<file path="config.mk">
export PLATFORM = sky130hd
export DESIGN_NAME = ex_muldiv
export DESIGN_NICKNAME = d
export VERILOG_FILES = /design/src/rtl/ex_muldiv_pkg.sv /design/src/rtl/ex_muldiv_div_core.sv /design/src/rtl/ex_muldiv.sv
export SDC_FILE = /design/constraint.sdc
export NUM_CORES = 2
export LEC_CHECK = 0
export CORE_ASPECT_RATIO = 0.7
export CORE_MARGIN = 8
export CORE_UTILIZATION = 65
export CTS_BUF_LIST = sky130_fd_sc_hd__clkbuf_8
export DETAILED_ROUTE_END_ITERATION = 16
export GPL_TIMING_DRIVEN = 0
export PLACE_DENSITY = 0.94
export SYNTH_ARGS = -nofsm -noshare
export SYNTH_HDL_FRONTEND = slang
export SYNTH_SLANG_ARGS = --single-unit
</file>
<file path="constraint.sdc">
create_clock -name clk -period 12.6 [get_ports clk]
set_input_delay 2.52 -clock clk [delete_from_list [all_inputs] [get_ports clk]]
set_output_delay 2.52 -clock clk [all_outputs]
set_load 0.1 [all_outputs]
</file>
<file path="src/rtl/ex_muldiv_pkg.sv">
// rtl/ex_muldiv_pkg.sv - shared op codes, constants and op-class helpers for ex_muldiv
package ex_muldiv_pkg;

    localparam int ALU_OP_W = 8;
    typedef logic [ALU_OP_W-1:0] alu_op_t;

    localparam alu_op_t EXE_NOP    = 8'h00;
    localparam alu_op_t EXE_MUL    = 8'h40;
    localparam alu_op_t EXE_MULH   = 8'h41;
    localparam alu_op_t EXE_MULHSU = 8'h42;
    localparam alu_op_t EXE_MULHU  = 8'h43;
    localparam alu_op_t EXE_DIV    = 8'h44;
    localparam alu_op_t EXE_DIVU   = 8'h45;
    localparam alu_op_t EXE_REM    = 8'h46;
    localparam alu_op_t EXE_REMU   = 8'h47;

    localparam logic [31:0] ZERO_WORD     = 32'h0000_0000;
    localparam logic [4:0]  NOP_REG_ADDR  = 5'd0;
    localparam logic        WRITE_DISABLE = 1'b0;

    function automatic logic is_mop(input alu_op_t op);
        return op inside {EXE_MUL, EXE_MULH, EXE_MULHSU, EXE_MULHU,
                          EXE_DIV, EXE_DIVU, EXE_REM, EXE_REMU};
    endfunction

    function automatic logic is_mul_op(input alu_op_t op);
        return op inside {EXE_MUL, EXE_MULH, EXE_MULHSU, EXE_MULHU};
    endfunction

    function automatic logic mul_a_signed(input alu_op_t op);
        return op inside {EXE_MUL, EXE_MULH, EXE_MULHSU};
    endfunction

    function automatic logic mul_b_signed(input alu_op_t op);
        return op inside {EXE_MUL, EXE_MULH};
    endfunction

    function automatic logic is_div_signed(input alu_op_t op);
        return op inside {EXE_DIV, EXE_REM};
    endfunction

    function automatic logic is_rem(input alu_op_t op);
        return op inside {EXE_REM, EXE_REMU};
    endfunction

endpackage

</file>
<file path="src/rtl/ex_muldiv_div_core.sv">
// rtl/ex_muldiv_div_core.sv - iterative restoring divider on unsigned magnitudes, one bit per cycle
module ex_muldiv_div_core
    import ex_muldiv_pkg::*;
#(
    parameter int DIV_ITER = 32
) (
    input  logic        clk,
    input  logic        rst,
    input  logic        start_i,
    input  logic        abort_i,
    input  logic [31:0] dividend_i,
    input  logic [31:0] divisor_i,
    output logic        last_o,
    output logic [31:0] quotient_o,
    output logic [31:0] remainder_o
);

    localparam int CNT_W = $clog2(DIV_ITER + 1);

    logic [31:0]      quo_q;
    logic [31:0]      rem_q;
    logic [31:0]      dvs_q;
    logic [CNT_W-1:0] cnt_q;
    logic             busy_q;

    logic [32:0] shifted;
    logic [32:0] diff;
    logic        fits;
    logic [31:0] quo_nx;
    logic [31:0] rem_nx;

    // Borrow out of the 33-bit trial subtraction means the divisor did not fit.
    assign shifted = {rem_q, quo_q[31]};
    assign diff    = shifted - {1'b0, dvs_q};
    assign fits    = ~diff[32];
    assign quo_nx  = {quo_q[30:0], fits};
    assign rem_nx  = fits ? diff[31:0] : shifted[31:0];

    // Results are offered one step early so the owner can register them on the final edge.
    assign last_o      = busy_q && (cnt_q == CNT_W'(DIV_ITER - 1));
    assign quotient_o  = quo_nx;
    assign remainder_o = rem_nx;

    always_ff @(posedge clk) begin
        if (!rst || abort_i) begin
            quo_q  <= '0;
            rem_q  <= '0;
            dvs_q  <= '0;
            cnt_q  <= '0;
            busy_q <= 1'b0;
        end else if (start_i) begin
            quo_q  <= dividend_i;
            rem_q  <= '0;
            dvs_q  <= divisor_i;
            cnt_q  <= '0;
            busy_q <= 1'b1;
        end else if (busy_q) begin
            quo_q <= quo_nx;
            rem_q <= rem_nx;
            cnt_q <= cnt_q + 1'b1;
            if (last_o) begin
                busy_q <= 1'b0;
            end
        end
    end

endmodule

</file>
<file path="src/rtl/ex_muldiv.sv">
// rtl/ex_muldiv.sv - multi-cycle RV32M multiply/divide unit for the execute stage
module ex_muldiv
    import ex_muldiv_pkg::*;
#(
    parameter int DIV_ITER = 32
) (
    input  logic          clk,
    input  logic          rst,
    input  logic [7:0]    aluop_i,
    input  logic [31:0]   reg1_i,
    input  logic [31:0]   reg2_i,
    input  logic [4:0]    wd_i,
    input  logic          wreg_i,
    input  logic          flush_i,
    output logic          stall_req_o,
    output logic [31:0]   result_o,
    output logic          valid_o,
    output logic [4:0]    wd_o,
    output logic          wreg_o
);

    typedef enum logic [1:0] {
        S_IDLE = 2'd0,
        S_MUL  = 2'd1,
        S_DIV  = 2'd2,
        S_DONE = 2'd3
    } state_t;

    state_t      state_q, state_d;
    alu_op_t     op_q, op_d;
    logic [31:0] a_q, a_d;
    logic [31:0] b_q, b_d;
    logic [4:0]  wd_q, wd_d;
    logic        wreg_q, wreg_d;
    logic [31:0] result_q, result_d;
    logic        valid_q, valid_d;
    logic        q_neg_q, q_neg_d;
    logic        r_neg_q, r_neg_d;

    logic        div_start;
    logic        core_last;
    logic [31:0] core_quo;
    logic [31:0] core_rem;

    logic        a_neg, b_neg;
    logic [31:0] a_mag, b_mag;
    logic        div_zero, div_ovf;
    logic [31:0] special_res;

    logic [32:0]        a_ext, b_ext;
    logic signed [63:0] prod;
    logic [31:0]        mul_res;
    logic [31:0]        q_fix, r_fix, div_res;

    assign a_neg = is_div_signed(aluop_i) & reg1_i[31];
    assign b_neg = is_div_signed(aluop_i) & reg2_i[31];
    assign a_mag = a_neg ? (~reg1_i + 32'd1) : reg1_i;
    assign b_mag = b_neg ? (~reg2_i + 32'd1) : reg2_i;

    assign div_zero = (reg2_i == 32'h0000_0000);
    assign div_ovf  = is_div_signed(aluop_i) && (reg1_i == 32'h8000_0000)
                      && (reg2_i == 32'hFFFF_FFFF);
    assign special_res = div_zero ? (is_rem(aluop_i) ? reg1_i : 32'hFFFF_FFFF)
                                  : (is_rem(aluop_i) ? 32'h0000_0000 : 32'h8000_0000);

    // Low 64 bits of the 33x33 signed product; the top two bits are never selected.
    assign a_ext   = {mul_a_signed(op_q) & a_q[31], a_q};
    assign b_ext   = {mul_b_signed(op_q) & b_q[31], b_q};
    assign prod    = $signed(a_ext) * $signed(b_ext);
    assign mul_res = (op_q == EXE_MUL) ? prod[31:0] : prod[63:32];

    assign q_fix   = q_neg_q ? (~core_quo + 32'd1) : core_quo;
    assign r_fix   = r_neg_q ? (~core_rem + 32'd1) : core_rem;
    assign div_res = is_rem(op_q) ? r_fix : q_fix;

    ex_muldiv_div_core #(
        .DIV_ITER (DIV_ITER)
    ) u_div_core (
        .clk         (clk),
        .rst         (rst),
        .start_i     (div_start),
        .abort_i     (flush_i),
        .dividend_i  (a_mag),
        .divisor_i   (b_mag),
        .last_o      (core_last),
        .quotient_o  (core_quo),
        .remainder_o (core_rem)
    );

    always_comb begin
        state_d     = state_q;
        op_d        = op_q;
        a_d         = a_q;
        b_d         = b_q;
        wd_d        = wd_q;
        wreg_d      = wreg_q;
        result_d    = result_q;
        valid_d     = 1'b0;
        q_neg_d     = q_neg_q;
        r_neg_d     = r_neg_q;
        div_start   = 1'b0;
        stall_req_o = 1'b0;

        case (state_q)
            S_IDLE: begin
                if (is_mop(aluop_i) && !flush_i) begin
                    stall_req_o = 1'b1;
                    op_d        = aluop_i;
                    a_d         = reg1_i;
                    b_d         = reg2_i;
                    wd_d        = wd_i;
                    wreg_d      = wreg_i;
                    if (is_mul_op(aluop_i)) begin
                        state_d = S_MUL;
                    end else if (div_zero || div_ovf) begin
                        result_d = special_res;
                        valid_d  = 1'b1;
                        state_d  = S_DONE;
                    end else begin
                        div_start = 1'b1;
                        q_neg_d   = a_neg ^ b_neg;
                        r_neg_d   = a_neg;
                        state_d   = S_DIV;
                    end
                end
            end
            S_MUL: begin
                stall_req_o = 1'b1;
                result_d    = mul_res;
                valid_d     = 1'b1;
                state_d     = S_DONE;
            end
            S_DIV: begin
                stall_req_o = 1'b1;
                if (core_last) begin
                    result_d = div_res;
                    valid_d  = 1'b1;
                    state_d  = S_DONE;
                end
            end
            S_DONE: begin
                state_d = S_IDLE;
            end
            default: begin
                state_d = S_IDLE;
            end
        endcase

        if (flush_i) begin
            state_d     = S_IDLE;
            valid_d     = 1'b0;
            div_start   = 1'b0;
            stall_req_o = 1'b0;
        end
    end

    always_ff @(posedge clk) begin
        if (!rst) begin
            state_q  <= S_IDLE;
            op_q     <= EXE_NOP;
            a_q      <= ZERO_WORD;
            b_q      <= ZERO_WORD;
            wd_q     <= NOP_REG_ADDR;
            wreg_q   <= WRITE_DISABLE;
            result_q <= ZERO_WORD;
            valid_q  <= 1'b0;
            q_neg_q  <= 1'b0;
            r_neg_q  <= 1'b0;
        end else begin
            state_q  <= state_d;
            op_q     <= op_d;
            a_q      <= a_d;
            b_q      <= b_d;
            wd_q     <= wd_d;
            wreg_q   <= wreg_d;
            result_q <= result_d;
            valid_q  <= valid_d;
            q_neg_q  <= q_neg_d;
            r_neg_q  <= r_neg_d;
        end
    end

    // A flush landing on the DONE cycle must still swallow the strobe.
    assign valid_o  = valid_q & ~flush_i;
    assign result_o = result_q;
    assign wd_o     = wd_q;
    assign wreg_o   = valid_o & wreg_q;

endmodule
</file>
Word-level counts from Yosys, hierarchy flattened --
Cells that the tools add are included.
Operators by class: add/subtract/negate cells 6, reductions and logical operators 26, multiplexer cells 38, equal/unequal tests 23, multipliers 1, bitwise logic cells 16
Operator list (count):
- two-way mux 32 bit | 16
- adder 32 x 1 -> 32 bit (second input constant) | 4
- inverter 32 bit | 4
- equality test 8 x 7 -> 1 bit (second input constant) | 13
- one-hot mux 32 bit (3 select lines) | 1
- equality test 32 bit (second input constant) | 2
- multiplier 33 x 33 -> 64 bit | 1
- subtractor 33 x 32 -> 33 bit | 1
- zero test 32 bit | 1
- two-way mux 1 bit | 15
- nonzero test 2 bit | 5
- inequality test 2 bit (second input constant) | 4
- one-hot mux 2 bit (4 select lines) | 1
- nonzero test 8 bit | 1
- adder 6 x 1 -> 6 bit (second input constant) | 1
- bitwise AND 1 bit | 6
- equality test 6 x 5 -> 1 bit (second input constant) | 1
- two-way mux 2 bit | 3
- nonzero test 3 bit | 2
- OR reduction 2 bit | 3
- inverter 1 bit | 5
- AND reduction 5 bit | 1
- equality test 2 bit (second input constant) | 2
- logical AND 1 bit | 4
- other kinds (10) | 13
Word-level totals: output and inout bits 40, input port bits 81, register bits after elaboration 218

Depth between registers and ports, before layout --
depth in word-level cells 11, mapped depth 35, depth with buffers taken out 33

By module --
A second synthesis with hierarchy kept.
Second synthesis, totals: cell total of the unflattened synthesis 6238, area, all modules 52994.6 µm²
Modules (own cells, without submodules):
- ex_muldiv | cells each 5342, area each 45924.0 µm², times used 1
- ex_muldiv_div_core | cells each 896, area each 7070.5 µm², times used 1

Worst setup path before layout --
Ideal clock, no wire load.
kind register -> register, from reg op_q[7], to reg result_q[31], in the netlist result_o[31], data arrival time 8.888 ns, period minus slack after synthesis 9.010 ns, setup time 0.122 ns, cell stages (with the launch flop) 31, setup slack 3.590 ns, cell sequence dfxtp_1 -> nor4_1 -> and2_1 -> nand2b_1 -> nor2_1 -> clkbuf_1 -> nand2_1 -> fa_1 -> fa_1 -> inv_1 -> fa_1 -> inv_1 -> fa_1 -> inv_1 -> fa_1 -> fa_1 -> fa_1 -> inv_1 -> fa_1 -> inv_1 -> ha_1 -> clkbuf_1 -> nand2_1 -> or4_1 -> or4_4 -> a21oi_4 -> a221o_2 -> a41oi_2 -> xnor2_1 -> o2111ai_1 -> o311a_1
Between the ends: word-level cells in the longest chain between the ends 6, elaborated cells on any way between the ends 15, those cells by class 1 x mul; 5 x eq/ne; 4 x mux; 2 x bitwise; 3 x reduce/logical
RTL lines:
- start, declared | line ex_muldiv.sv:30 | alu_op_t op_q, op_d;
- start signal, assigned | line ex_muldiv.sv:171 | op_q <= op_d;
- equality test 8 x 7 -> 1 bit, on equally long branches | line ex_muldiv_pkg.sv:31, ex_muldiv_pkg.sv:35, ex_muldiv.sv:70
- nonzero test 3 bit / nonzero test 2 bit (equally long branches) | line ex_muldiv_pkg.sv:31, ex_muldiv_pkg.sv:35
- bitwise AND 1 bit, on equally long branches | line ex_muldiv.sv:67, ex_muldiv.sv:68
- multiplier 33 x 33 -> 64 bit | line ex_muldiv.sv:69 | assign prod = $signed(a_ext) * $signed(b_ext);
- two-way mux 32 bit | line ex_muldiv.sv:70 | assign mul_res = (op_q == EXE_MUL) ? prod[31:0] : prod[63:32];
- one-hot mux 32 bit (3 select lines) * | line ex_muldiv.sv:104 | case (state_q)
- end signal, assigned | line ex_muldiv.sv:176 | result_q <= result_d;
- end, declared | line ex_muldiv.sv:35 | logic [31:0] result_q, result_d;
Mark *: on every way between the ends. The rest lies on a longest branch, timed or not. The select of a mux whose other input is x is not followed. A chain may end at the register's enable or synchronous reset.

Worst setup path after layout --
Same ends and word-level chain as after synthesis.

==> results.py <==
metrics = {
    "outcome": {
        "violations": "max-capacitance violations, max-slew violations",
        "run_status": "finished with violations",
    },
    "power": {
        "share_seq_of_total_power_pct": 43.6,
        "p_sw_mw": 0.5314,
        "p_comb_share_pct": 17.6,
        "internal_power_mw": 1.067,
        "clock_power_share_pct": 38.8,
        "vdd_drop_max_uv": 74.77,
        "switching_share_pct": 33.24,
        "p_leak_nw": 24.65,
        "power.density_nw_per_um2": 28.54,
    },
    "die": {
        "dieArea_um2": 90650,
        "coreArea_um2": 80440,
        "boundaryPins": 121,
        "die_h_um": 254.3,
        "start_util_pct": 65.56,
        "fp.dieW_um": 356.5,
        "fp-row-count": 87,
    },
    "clock_network": {
        "tritoncts": "yes",
        "hold_buffers": 0,
        "htree_levels": 1,
        "clock_path_buffers": 3,
        "cts_buffers": 30,
        "post_cts_buffers": 0,
        "cts.clk_slew.worst_paths_ns": 0.09,
        "root_buffer": "clkbuf_8",
        "cts.sinks": 218,
        "worstSkewPairLatency_ns": 0.66,
        "cts_resized": 0,
    },
    "yosys": {
        "synthFlopType": "dfxtp_1",
        "yosys.area.top_type": "fa_1",
        "syn_area_um2": 52740,
        "syn_avg_cell_area_um2": 8.546,
        "seq_area_frac_synth_pct": 8.275,
        "synth_area_leaders": "fa_1, inv_1, dfxtp_1",
        "ys_types": 100,
        "synth_nets": 7632,
        "synth-seq-cells": 218,
        "ys_async_sr_fraction_pct": 0,
        "syn_inst": 6171,
        "ys_warn_count": 0,
        "netlist.area_leader.share_pct": 42.74,
        "synth_edf_count": 0,
    },
    "timing": {
        "min_period_ns": 12.20,
        "hold_viol_final": 0,
        "worst_slew_pin_slew_ns": 1.533,
        "rsz0062_at_grt": "no",
        "finClkSkew_ns": 0.02899,
        "slew_violations": 25,
        "fin_tns_setup_ns": 0,
        "setup_viol": 0,
        "fmax_ghz": 0.08194,
        "setup_ws_ns": 0.3953,
        "finalCritPeriodShare_pct": 96.86,
        "relSlewSlack_pct": -2.510,
        "hold_ws_ns": 0.4570,
    },
    "cells_and_area": {
        "fillers": 6213,
        "area_growth_pct": 6.228,
        "drive_gt1_share_pct": 2.001,
        "fin_nets": 7784,
        "final_cells": 7453,
    },
    "setup_path": {
        "endpoint": "result_o[31]",
        "cp-startpoint": "op_q[7]",
        "worstSetupStartpointType": "flop",
        "critical_path.max_stage_delay_ns": 0.92,
        "arrival_ns": 12.75,
        "r2r-end": "result_o[31]",
        "critPathSlowestCell": "fa_1",
        "cp_common_cell": "fa_1",
        "crit_fanout": 11,
        "r2r_slack_ns": 0.40,
        "worstReg2RegStart": "op_q[7]",
        "cp.required_ns": 13.15,
        "rr_worst_depth": 30,
        "end_kind": "flop",
        "critPathKind": "reg2reg",
    },
    "drt": {
        "wl_per_cell_um": 29.16,
        "via_per_inst": 6.439,
        "antenna_left": 0,
        "dr.pass1.iters": 8,
        "drcViolationCount": 0,
        "drt_iter0_markers": 6564,
        "totalWireLength_um": 217300,
        "vias": 47990,
    },
    "grt": {
        "grt_max_degree": 25,
        "grt_pass1_vias": 47680,
        "grt_pass1_wl_um": 312200,
        "grt_usage_pct": 47.59,
        "overflow": 0,
        "grt_antenna_before_repair": 26,
    },
    "place": {
        "gp_congestion": 1.145,
        "port_buffers": 119,
        "dp.cells": 7359,
        "dp_hpwl_um": 184300,
        "place_ws_ns": 0.6885,
    },
    "min_path": {
        "min_from": "result_o[0]",
        "hold_path.class": "reg2reg",
    },
    "flow_run": {
        "max_cap_viol_count": 1,
    },
}
routing by layer:
layer / part of all wire (%) / GRT usage, %
met3: 20 / 29.44
met4: 6.1 / 22.23
met1: 36 / 61.98
met5: 0.060 / 0.3682
met2: 38 / 61.86
worst max-delay path, delay by kind of cell (launching register included):
family	cells	cell delay [ns]
adders and majority gates	9	5.44
AOI/OAI and AO/OA	5	1.11
xor gates and xnor gates	1	0.42
DFF	1	0.32
and+or+nand+nor	8	2.72
buffers and inverters	7	2.05
cells by family (layout without fill, tap and decap cells):
logic type      after synthesis  in the layout  share of synthesized area (%)
compound gates              782            782                          10.11
xor+xnor                    213            213                          3.552
fa+ha+maj                  1380           1380                          48.77
buf+inv                    1599           1774                          11.44
flops                       218            218                          8.275
mux                          67             67                          1.286
other cells                   0             39                              0
simple gates               1912           1912                          16.57
per-stage QoR:
step                util, %  cell area (um2)  power, mW
floorplan                 -            52740     0.8370
global placement      68.70            55260     0.9684
detailed placement    68.71            55280     0.9694
CTS                   69.50            55910      1.560
global route          69.53            55940      1.613
finish                69.64            56020      1.599
cell usage after synthesis (9+ instances only):
cell,n
o41ai_1,9
o211ai_1,26
or3_1,27
a221oi_1,12
o31ai_1,36
fa_1,1126
a21boi_0,82
o21ai_0,151
and2_1,328
and3_1,19
inv_1,1240
dfxtp_1,218
a211oi_1,104
or2_2,15
mux2i_1,61
nand2_1,1078
ha_1,254
xnor2_1,119
nand4_1,34
nand3_1,36
o21bai_1,14
a21oi_1,153
o21a_1,25
nor4_1,11
xor2_1,93
clkbuf_1,333
a31oi_1,24
or4_1,15
buf_1,9
nor3_1,39
nand2b_1,24
a21o_1,32
nor2b_1,18
o21ai_1,12
nor2_1,228
o221ai_1,11
buf_2,12
power by group through the flow:
stage               logic [mW]  clock network [mW]  registers (mW)
detailed placement       0.257                   0           0.712
global placement         0.256                   0           0.712
floorplan                0.127                   0           0.710
global route             0.282               0.634           0.696
CTS                      0.259               0.605           0.696
finish                   0.281               0.621           0.697
state kept, by name, summed over array words and instances (netlist names):
register           cells
u_div_core.quo_q      32
u_div_core.cnt_q       6
u_div_core.dvs_q      32
wd_o                   5
op_q                   8
valid_q                1
u_div_core.rem_q      32
a_q                   32
result_o              32
wreg_q                 1
r_neg_q                1
u_div_core.busy_q      1
state_q                2
b_q                   32
q_neg_q                1
cells in the final DEF, fill, tap and decap left out, types with 25 or more instances in the layout:
| cell | Yosys | layout |
|---|---|---|
| a211oi_1 | 104 | 104 |
| a21boi_0 | 82 | 82 |
| a21o_1 | 32 | 32 |
| a21oi_1 | 153 | 153 |
| and2_1 | 328 | 328 |
| clkbuf_1 | 333 | 333 |
| clkbuf_8 | 0 | 38 |
| clkdlybuf4s50_1 | 0 | 119 |
| dfxtp_1 | 218 | 218 |
| diode_2 | 0 | 39 |
| fa_1 | 1126 | 1126 |
| ha_1 | 254 | 254 |
| inv_1 | 1240 | 1249 |
| mux2i_1 | 61 | 61 |
| nand2_1 | 1078 | 1078 |
| nand3_1 | 36 | 36 |
| nand4_1 | 34 | 34 |
| nor2_1 | 228 | 227 |
| nor3_1 | 39 | 39 |
| o211ai_1 | 26 | 26 |
| o21a_1 | 25 | 25 |
| o21ai_0 | 151 | 151 |
| o31ai_1 | 36 | 36 |
| or3_1 | 27 | 27 |
| xnor2_1 | 119 | 118 |
| xor2_1 | 93 | 93 |
worst min-delay path by stage:
stage | to | slack, ns | cells after the start
3_5_place_dp | result_o[12] | 0.44 | 2
5_1_grt | result_o[0] | 0.49 | 2
6_report | result_o[0] | 0.46 | 2
4_1_cts | result_o[0] | 0.45 | 2
2_1_floorplan | op_q[6] | 0.43 | 1
3_3_place_gp | result_o[0] | 0.44 | 2
area by class of cell:
| type | instances | area [um2] | area share, % |
|---|---|---|---|
| sequential | 218 | 4364 | 7.790 |
| timing repair buffer | 120 | 1201 | 2.144 |
| inverter | 1241 | 4658 | 8.315 |
| antenna | 39 | 97.59 | 0.1742 |
| multi-input combinational | 4354 | 42360 | 75.61 |
| clock inverter | 17 | 108.9 | 0.1943 |
| buffer | 358 | 1375 | 2.455 |
| tap | 1068 | 1336 | 2.385 |
| clock buffer | 38 | 523.0 | 0.9336 |
(Power assumes the default switching activity.)
